`src/rtl/dds_spi_ctrl_pkg.sv`:
```
// dds_spi_ctrl_pkg: FSM states and field widths shared with the DDS register-map logic
// S_IOUPD exists only when DDS_IOUPDATE_EN is defined.
package dds_spi_ctrl_pkg;
    localparam int INSTR_RW_BIT = 7;
    localparam int CMD_LEN_W = 4;
    typedef enum logic [2:0] {
        S_IDLE,
        S_SETUP,
        S_XFER,
        S_HOLD,
`ifdef DDS_IOUPDATE_EN
        S_GAP,
        S_IOUPD
`else
        S_GAP
`endif
    } state_t;
endpackage

```
`src/rtl/dds_spi_ctrl_if.sv`:
```
// dds_spi_ctrl_if: command/response handshake between the DDS register-update logic and the SPI sequencer
interface dds_spi_ctrl_if #(parameter int MAX_BYTES = 8);
    import dds_spi_ctrl_pkg::*;
    logic                   cmd_valid;
    logic                   cmd_ready;
    logic                   cmd_rw;
    logic [6:0]             cmd_addr;
    logic [CMD_LEN_W-1:0]   cmd_len;
    logic [MAX_BYTES*8-1:0] cmd_wdata;
    logic                   rsp_valid;
    logic [MAX_BYTES*8-1:0] rsp_rdata;
    logic                   busy;
    modport master (
        output cmd_valid, cmd_rw, cmd_addr, cmd_len, cmd_wdata,
        input  cmd_ready, rsp_valid, rsp_rdata, busy
    );
    modport slave (
        input  cmd_valid, cmd_rw, cmd_addr, cmd_len, cmd_wdata,
        output cmd_ready, rsp_valid, rsp_rdata, busy
    );
endinterface

```
`src/rtl/dds_spi_ctrl_timer.sv`:
```
// dds_spi_ctrl_timer: loadable down-counter that parks at zero; times cs_n setup/hold/gap and io_update
module dds_spi_ctrl_timer #(
    parameter int W = 8
) (
    input  logic         clk,
    input  logic         rst_n,
    input  logic         load,
    input  logic [W-1:0] load_val,
    output logic         zero
);
    logic [W-1:0] cnt;
    always_ff @(posedge clk or negedge rst_n)
        if (!rst_n) cnt <= '0;
        else if (load) cnt <= load_val;
        else if (!zero) cnt <= cnt - W'(1);
    assign zero = cnt == '0;
endmodule

```
`src/rtl/dds_spi_ctrl.sv`:
```
// dds_spi_ctrl: frames an instruction byte plus 0..MAX_BYTES data bytes per cs_n window over a byte SPI engine
// Define DDS_IOUPDATE_EN to pulse io_update for IOUPD_CYC cycles after the gap that follows each write.
module dds_spi_ctrl
    import dds_spi_ctrl_pkg::*;
#(
    parameter int MAX_BYTES    = 8,
    parameter int SPI_MODE     = 0,
    parameter int CS_SETUP_CYC = 2,
    parameter int CS_HOLD_CYC  = 2,
    parameter int CS_GAP_CYC   = 4,
    parameter int IOUPD_CYC    = 4
) (
    input  logic          clk,
    input  logic          rst_n,
    dds_spi_ctrl_if.slave cmd,
    output logic          cs_n,
    output logic [7:0]    drv_send_data,
    output logic          drv_start,
    output logic          drv_next,
    output logic [1:0]    drv_mode,
    input  logic [7:0]    drv_rec_data,
    input  logic          drv_done,
    input  logic          drv_idle,
    output logic          io_update
);
    localparam int TW = 8;
    localparam logic [CMD_LEN_W:0] L1 = 1, L2 = 2;
    state_t                 state, state_nx;
    logic [7:0]             instr, wbyte;
    logic [CMD_LEN_W-1:0]   len, len_clamp;
    logic [CMD_LEN_W:0]     left;
    logic [MAX_BYTES*8-1:0] wdata;
    logic [TW-1:0]          tmr_val;
    logic                   accept, tmr_zero;
    assign accept = cmd.cmd_valid && cmd.cmd_ready;
    assign len_clamp = cmd.cmd_len > CMD_LEN_W'(MAX_BYTES) ? CMD_LEN_W'(MAX_BYTES) : cmd.cmd_len;
    // left counts bytes not yet done, so the next unsent data byte sits (left-2) bytes up from the bottom
    assign wbyte = 8'(wdata >> {left - L2, 3'b000});
    assign cmd.cmd_ready = state == S_IDLE;
    assign cmd.busy = state != S_IDLE;
    assign cs_n = !(state inside {S_SETUP, S_XFER, S_HOLD});
    assign drv_mode = 2'(SPI_MODE);
    assign drv_start = state == S_SETUP && tmr_zero && drv_idle;
    assign drv_next = state == S_XFER && left > L1;
    assign drv_send_data = state == S_SETUP ? instr : drv_next ? wbyte : 8'h00;
    assign tmr_val = state == S_IDLE ? TW'(CS_SETUP_CYC) :
                     state == S_XFER ? TW'(CS_HOLD_CYC - 1) :
                     state == S_HOLD ? TW'(CS_GAP_CYC - 1) : TW'(IOUPD_CYC - 1);
`ifdef DDS_IOUPDATE_EN
    assign io_update = state == S_IOUPD;
`else
    assign io_update = 1'b0;
`endif
    always_comb begin
        state_nx = state;
        case (state)
            S_IDLE:  state_nx = accept ? S_SETUP : S_IDLE;
            S_SETUP: state_nx = drv_start ? S_XFER : S_SETUP;
            S_XFER:  state_nx = drv_done && left == L1 ? S_HOLD : S_XFER;
            S_HOLD:  state_nx = tmr_zero ? S_GAP : S_HOLD;
`ifdef DDS_IOUPDATE_EN
            S_GAP:   state_nx = !tmr_zero ? S_GAP : instr[INSTR_RW_BIT] ? S_IDLE : S_IOUPD;
            S_IOUPD: state_nx = tmr_zero ? S_IDLE : S_IOUPD;
`else
            S_GAP:   state_nx = tmr_zero ? S_IDLE : S_GAP;
`endif
            default: state_nx = S_IDLE;
        endcase
    end
    always_ff @(posedge clk or negedge rst_n)
        if (!rst_n) begin
            state         <= S_IDLE;
            instr         <= '0;
            len           <= '0;
            left          <= '0;
            wdata         <= '0;
            cmd.rsp_valid <= 1'b0;
            cmd.rsp_rdata <= '0;
        end else begin
            state         <= state_nx;
            cmd.rsp_valid <= state == S_HOLD && tmr_zero;
            if (accept) begin
                instr         <= {cmd.cmd_rw, cmd.cmd_addr};
                len           <= len_clamp;
                left          <= {1'b0, len_clamp} + L1;
                wdata         <= cmd.cmd_wdata;
                cmd.rsp_rdata <= '0;
            end else if (state == S_XFER && drv_done) begin
                left <= left - L1;
                if (instr[INSTR_RW_BIT] && left != {1'b0, len} + L1)
                    cmd.rsp_rdata <= {cmd.rsp_rdata[MAX_BYTES*8-9:0], drv_rec_data};
            end
        end
    dds_spi_ctrl_timer #(.W(TW)) u_tmr (
        .clk      (clk),
        .rst_n    (rst_n),
        .load     (state != state_nx),
        .load_val (tmr_val),
        .zero     (tmr_zero)
    );
endmodule
```
`src/flat_wrapper.sv`:
```
// flat-port wrapper written by rule: the top's interface ports become plain ports
module dds_spi_ctrl_flat import dds_spi_ctrl_pkg::*;
#(
    parameter int MAX_BYTES    = 8,
    parameter int SPI_MODE     = 0,
    parameter int CS_SETUP_CYC = 2,
    parameter int CS_HOLD_CYC  = 2,
    parameter int CS_GAP_CYC   = 4,
    parameter int IOUPD_CYC    = 4
)
  (clk, rst_n, cs_n, drv_send_data, drv_start, drv_next, drv_mode, drv_rec_data, drv_done, drv_idle, io_update, cmd_cmd_valid, cmd_cmd_rw, cmd_cmd_addr, cmd_cmd_len, cmd_cmd_wdata, cmd_cmd_ready, cmd_rsp_valid, cmd_rsp_rdata, cmd_busy);
  dds_spi_ctrl_if #(.MAX_BYTES(MAX_BYTES)) cmd_i ();
  input  logic clk;
  input  logic rst_n;
  output logic cs_n;
  output logic [7:0] drv_send_data;
  output logic drv_start;
  output logic drv_next;
  output logic [1:0] drv_mode;
  input  logic [7:0] drv_rec_data;
  input  logic drv_done;
  input  logic drv_idle;
  output logic io_update;
  input wire logic [$bits(cmd_i.cmd_valid)-1:0] cmd_cmd_valid;
  input wire logic [$bits(cmd_i.cmd_rw)-1:0] cmd_cmd_rw;
  input wire logic [$bits(cmd_i.cmd_addr)-1:0] cmd_cmd_addr;
  input wire logic [$bits(cmd_i.cmd_len)-1:0] cmd_cmd_len;
  input wire logic [$bits(cmd_i.cmd_wdata)-1:0] cmd_cmd_wdata;
  output wire logic [$bits(cmd_i.cmd_ready)-1:0] cmd_cmd_ready;
  output wire logic [$bits(cmd_i.rsp_valid)-1:0] cmd_rsp_valid;
  output wire logic [$bits(cmd_i.rsp_rdata)-1:0] cmd_rsp_rdata;
  output wire logic [$bits(cmd_i.busy)-1:0] cmd_busy;
  assign cmd_i.cmd_valid = cmd_cmd_valid;
  assign cmd_i.cmd_rw = cmd_cmd_rw;
  assign cmd_i.cmd_addr = cmd_cmd_addr;
  assign cmd_i.cmd_len = cmd_cmd_len;
  assign cmd_i.cmd_wdata = cmd_cmd_wdata;
  assign cmd_cmd_ready = cmd_i.cmd_ready;
  assign cmd_rsp_valid = cmd_i.rsp_valid;
  assign cmd_rsp_rdata = cmd_i.rsp_rdata;
  assign cmd_busy = cmd_i.busy;
  dds_spi_ctrl #(.MAX_BYTES(MAX_BYTES), .SPI_MODE(SPI_MODE), .CS_SETUP_CYC(CS_SETUP_CYC), .CS_HOLD_CYC(CS_HOLD_CYC), .CS_GAP_CYC(CS_GAP_CYC), .IOUPD_CYC(IOUPD_CYC)) u_core (.clk(clk), .rst_n(rst_n), .cmd(cmd_i), .cs_n(cs_n), .drv_send_data(drv_send_data), .drv_start(drv_start), .drv_next(drv_next), .drv_mode(drv_mode), .drv_rec_data(drv_rec_data), .drv_done(drv_done), .drv_idle(drv_idle), .io_update(io_update));
endmodule
```
`config.mk`:
```
export PLATFORM = sky130hd
export DESIGN_NAME = dds_spi_ctrl_flat
export DESIGN_NICKNAME = d
export VERILOG_FILES = /design/src/rtl/dds_spi_ctrl_pkg.sv /design/src/rtl/dds_spi_ctrl_if.sv /design/src/rtl/dds_spi_ctrl_timer.sv /design/src/rtl/dds_spi_ctrl.sv /design/src/flat_wrapper.sv
export SDC_FILE = /design/constraint.sdc
export NUM_CORES = 1
export LEC_CHECK = 0
export BUFFER_PORTS_ARGS = -buffer_cell sky130_fd_sc_hd__buf_4
export CELL_PAD_IN_SITES_DETAIL_PLACEMENT = 0
export CELL_PAD_IN_SITES_GLOBAL_PLACEMENT = 1
export CORE_MARGIN = 2
export CORE_UTILIZATION = 42
export DETAILED_ROUTE_END_ITERATION = 8
export GPL_ROUTABILITY_DRIVEN = 1
export HOLD_SLACK_MARGIN = 0.06
export PLACE_DENSITY = 0.87
export REMOVE_ABC_BUFFERS = 1
export SLEW_MARGIN = 5
export SYNTH_ARGS = -nofsm -noshare
export SYNTH_HDL_FRONTEND = slang
export SYNTH_HIERARCHICAL = 1
export SYNTH_SLANG_ARGS = --single-unit
```
`constraint.sdc`:
```
create_clock -name clk -period 3 [get_ports clk]
set_input_delay 0.6 -clock clk [delete_from_list [all_inputs] [get_ports clk]]
set_output_delay 0.6 -clock clk [all_outputs]
set_load 0.005 [all_outputs]
```
==> results.txt <==
----------------------------------------------------
[Die]
  Die height ... 138 µm
  # rows ... 49
  IO Count ... 170
  Initial cell density of the core ... 42.6%
  Core ar. ... 17800 µm²
  Total Die Area ... 19200 µm²
  Overall die width ... 138 µm

[Route]
  DRT Wirelength ... 17500 µm
  Number of nets with antenna violations after routing ... 0
  Via total after detailed routing ... 5576
  Detailed-route DRC error count ... 0
  Number of violations reported at the end of detailed-routing iteration 0 ... 332
  Detailed-route vias per instance ... 4.80
  Routed wire length per instance ... 15.1 µm
  Number of search-and-repair iterations in the first detailed-routing pass ... 4

[Pwr]
  Total net switching power ... 0.00309 W
  Largest voltage drop on the vdd net ... 0.439 mV
  Clock share of power ... 23.5%
  Sequential group share of total power ... 39.7%
  Total leakage power ... 5.23 nW
  Power density over the cells ... 968 nW/µm²
  Internal power component ... 0.00627 W
  Fraction of power spent switching nets ... 33.0%
  Logic pwr share ... 36.8%

[Synth]
  Post-Synth XOR/XNOR Area ... 1.89%
  Basic-gate share of the synthesized area counting and, or, nand and nor cells ... 20.0%
  Post-synthesis share of cell area spent on full adders, half adders and majority gates ... 0.988%
  Main combinational cell family by area after synthesis ... simple AND/OR/NAND/NOR gates
  Top-count cell post-synth ... nand2_1
  Post-synthesis average cell area ... 10.1 µm²
  Leading post-synthesis cells by cell area ... dfrtp_1, nand2_1, mux2i_1, mux2_4, mux4_2
  Most frequent cells after synthesis ... nand2_1, dfrtp_1, mux2i_1
  Area share of the leading cell type in the synthesized netlist ... 51.7%
  Synthesized-area fraction occupied by ao, oa, aoi and oai cells ... 3.52%
  Post-synth top area cell ... dfrtp_1
  Share of synthesized flip-flops with an asynchronous set or reset ... 100%
  Sequential share of the synthesized area ... 51.7%
  Multiplexer fraction of the synthesized cell area ... 16.1%
  Flip-flop and latch count after synthesis ... 157
  Count of distinct cell types in the synthesized netlist ... 56
  Cells after synthesis ... 755
  Ys flop type ... dfrtp_1
  Mapped Area ... 7600 µm²
  Post-synth EDFFs ... 0
  Yosys warnings ... 6

[STA]
  Unrepaired setup endpoints after global routing ... false
  Tightest slew margin relative to the limit ... 58.9%
  Final cycle utilization of the critical path ... 94.2%
  Setup violations, final ... 0
  Slew at the pin closest to its max-slew limit ... 617 ps
  Endpoints failing hold ... 0
  Minimum clock period ... 2830 ps
  Final critical-path setup slack ... 173 ps
  Setup skew after layout ... 7.68 ps
  Worst Hold Slack ... 97.8 ps
  Highest attainable clock frequency ... 354 MHz
  Final max-slew violation count ... 0
  Total Negative Setup Slacks ... 0 ps

[Global route]
  First-pass GRT wire length ... 28100 µm
  Largest net degree at the start of global routing ... 65
  Via count of the first global-routing pass ... 5396
  Met2 Resource Use GR ... 28.4%
  Layer with the highest usage after global routing ... met2
  Routing usage on met1 ... 26.1%
  Met3 track demand over resource in global routing ... 4.19%
  GR Overflow Total ... 0
  Initial antenna violation count ... 0
  Total GRT Usage ... 18.4%

[Clock network]
  H-Tree Level Count ... 4
  # clock sinks ... 157
  Number of buffers created by CTS ... 17
  CTS tree ... built
  Max Root-Sink Buffers ... 2
  Clock Root Buffer ... clkbuf_16
  Worst-path clk slew ... 70 ps
  Insertion delay of the later-clocked pin in the worst-skew pair ... 420 ps

[Setup path]
  WP data arrival ... 2230 ps
  Endpoint type of the worst setup path ... output port
  Most common cell type on the critical path ... buf_4
  Crit path largest cell delay ... 410 ps
  Chain of cells forming the critical path ... inv_1, ha_1, nor2b_1, o21ai_1, nand4_1, buf_4, o21ai_0, buf_4
  Setup CP Type ... flip-flop to output port
  Worst Path Max Fanout ... 7
  Slowest stage cell on the critical path ... dfrtp_1
  Startpoint class of the critical path ... flip-flop
  Critical path data required time ... 2400 ps

[Run]
  # Max-Cap Violations ... 0

[Run status]
  Outcome ... finished, final reports clean

[Cells and area]
  Final design utilization ... 54.2%
  Post-layout nets ... 1015
  FILL cells ... 1609
  Post-route cell area ... 9670 µm²
  Fraction of layout instances using a drive strength above 1 ... 29.3%
  Number of inserted diodes ... 0
  Area growth from synthesis to final layout ... 27.3%

[Placement]
  Setup slack after placement ... 345 ps
  Placed cell areas ... 9070 µm²
  Final GP Congestion ... 0.778
  Post-detailed-placement half-perimeter wirelength ... 11900 µm
  Number of port buffers ... 166

[Hold path]
  Type of the tightest min-delay check ... input pin to asynchronous set/reset pin

----------------------------------------------------
worst paths after layout:
check	depth (start not counted)	slack, ps	end	startpoint
worst min register to register	2	470	u_core/wdata[39]$_DFFE_PN0P_	u_core/wdata[39]$_DFFE_PN0P_
min in group clk	3	370	u_core/wdata[22]$_DFFE_PN0P_	cmd_cmd_wdata[22]
worst max register to register	11	300	u_core/u_tmr/cnt[5]$_DFFE_PN0P_	u_core/u_tmr/cnt[0]$_DFFE_PN0P_
worst max-delay path	8	170	drv_send_data[2]	u_core/left[2]$_DFFE_PN0P_
max in group asynchronous	2	2220	u_core/wdata[53]$_DFFE_PN0P_	rst_n
worst min-delay path	1	100	u_core/cmd.rsp_rdata[49]$_DFFE_PN0P_	rst_n
per-layer routing:
| layer | part of all wire, % | up-vias |
|---|---|---|
| met5 | 0 | - |
| met4 | 1.4 | 0 |
| met3 | 4.4 | 18 |
| met2 | 47 | 127 |
| met1 | 47 | 2659 |
| li1 | - | 2772 |
cell families after synthesis:
logic type	Yosys count
xor gates and xnor gates	14
and+or+nand+nor	362
AOI/OAI and AO/OA	40
muxes	89
other	1
buffers and inverters	86
DFF	157
adders and majority gates	6
final cells by class:
| class | instances | area [µm²] | area share, % |
|---|---|---|---|
| well taps | 229 | 287 | 2.96 |
| inverters | 41 | 154 | 1.59 |
| multi-input cells | 520 | 3280 | 34.0 |
| clock inverters | 13 | 166 | 1.72 |
| repair buffers | 183 | 1420 | 14.7 |
| clock buffers | 19 | 433 | 4.48 |
| flip-flops and latches | 157 | 3930 | 40.6 |
through the flow:
stage | total power (W) | std cells
2_1_floorplan | 0.00580 | 718
3_3_place_gp | 0.00711 | 1130
3_5_place_dp | 0.00721 | 1130
4_1_cts | 0.00944 | 1162
5_1_grt | 0.0100 | 1162
6_report | 0.00936 | 1162
sequential cells by signal, summed over array words and instances (netlist names):
name / count
u_core/u_tmr/cnt: 8
u_core/cmd.rsp_valid: 1
u_core/wdata: 64
u_core/instr: 8
u_core/state: 3
u_core/len: 4
u_core/cmd.rsp_rdata: 64
u_core/left: 5
cells in the final DEF (no fill, tap or decap), types with 2 or more instances in the layout:
cell        netlist  layout
a211oi_1          2       2
a21oi_1           9       9
and3_1            2       2
buf_12            3       3
buf_4             4     178
buf_6             5       2
bufinv_16         0       3
clkbuf_1         24       2
clkbuf_16         0      17
clkinv_2          0       2
clkinv_4          0       3
clkinvlp_4        0       3
conb_1            1       9
dfrtp_1         157     157
ha_1              6       6
inv_1            41      41
inv_6             0       2
mux2_2            5       5
mux2_4           25      25
mux2i_1          43      43
mux4_2           16      16
nand2_1         279     278
nand3_1           4       4
nand4_1           4       4
nor2_1           41      41
nor2b_1           6       6
nor3_1            7       7
nor3_2            2       2
nor3b_1           3       3
o21ai_0          12      10
o21ai_1           0       2
o311ai_0          2       2
o31ai_1           4       4
xnor2_1           8       8
xor2_1            4       4
critical path, delay by kind of cell (launching register included):
kind                       cells  cell delay [ps]
AOI/OAI and AO/OA              2              450
DFF                            1              410
adders and majority gates      1              200
buffers and inverters          3              480
and+or+nand+nor                2              260
power by group through the flow:
stage | logic, W | registers (W) | clock network [W]
after floorplan | 0.00209 | 0.00371 | 0
after global placement | 0.00340 | 0.00371 | 0
after detailed placement | 0.00347 | 0.00374 | 0
after CTS | 0.00348 | 0.00371 | 0.00225
after global routing | 0.00383 | 0.00384 | 0.00235
final | 0.00345 | 0.00371 | 0.00220
repair_timing:
action                                  in CTS  in global routing
buffers inserted                             0                  0
endpoints found under the setup margin       0                  6
hold buffers                                 0                  0
resized for setup                            0                  3
Power figures use the tool's default switching activity.
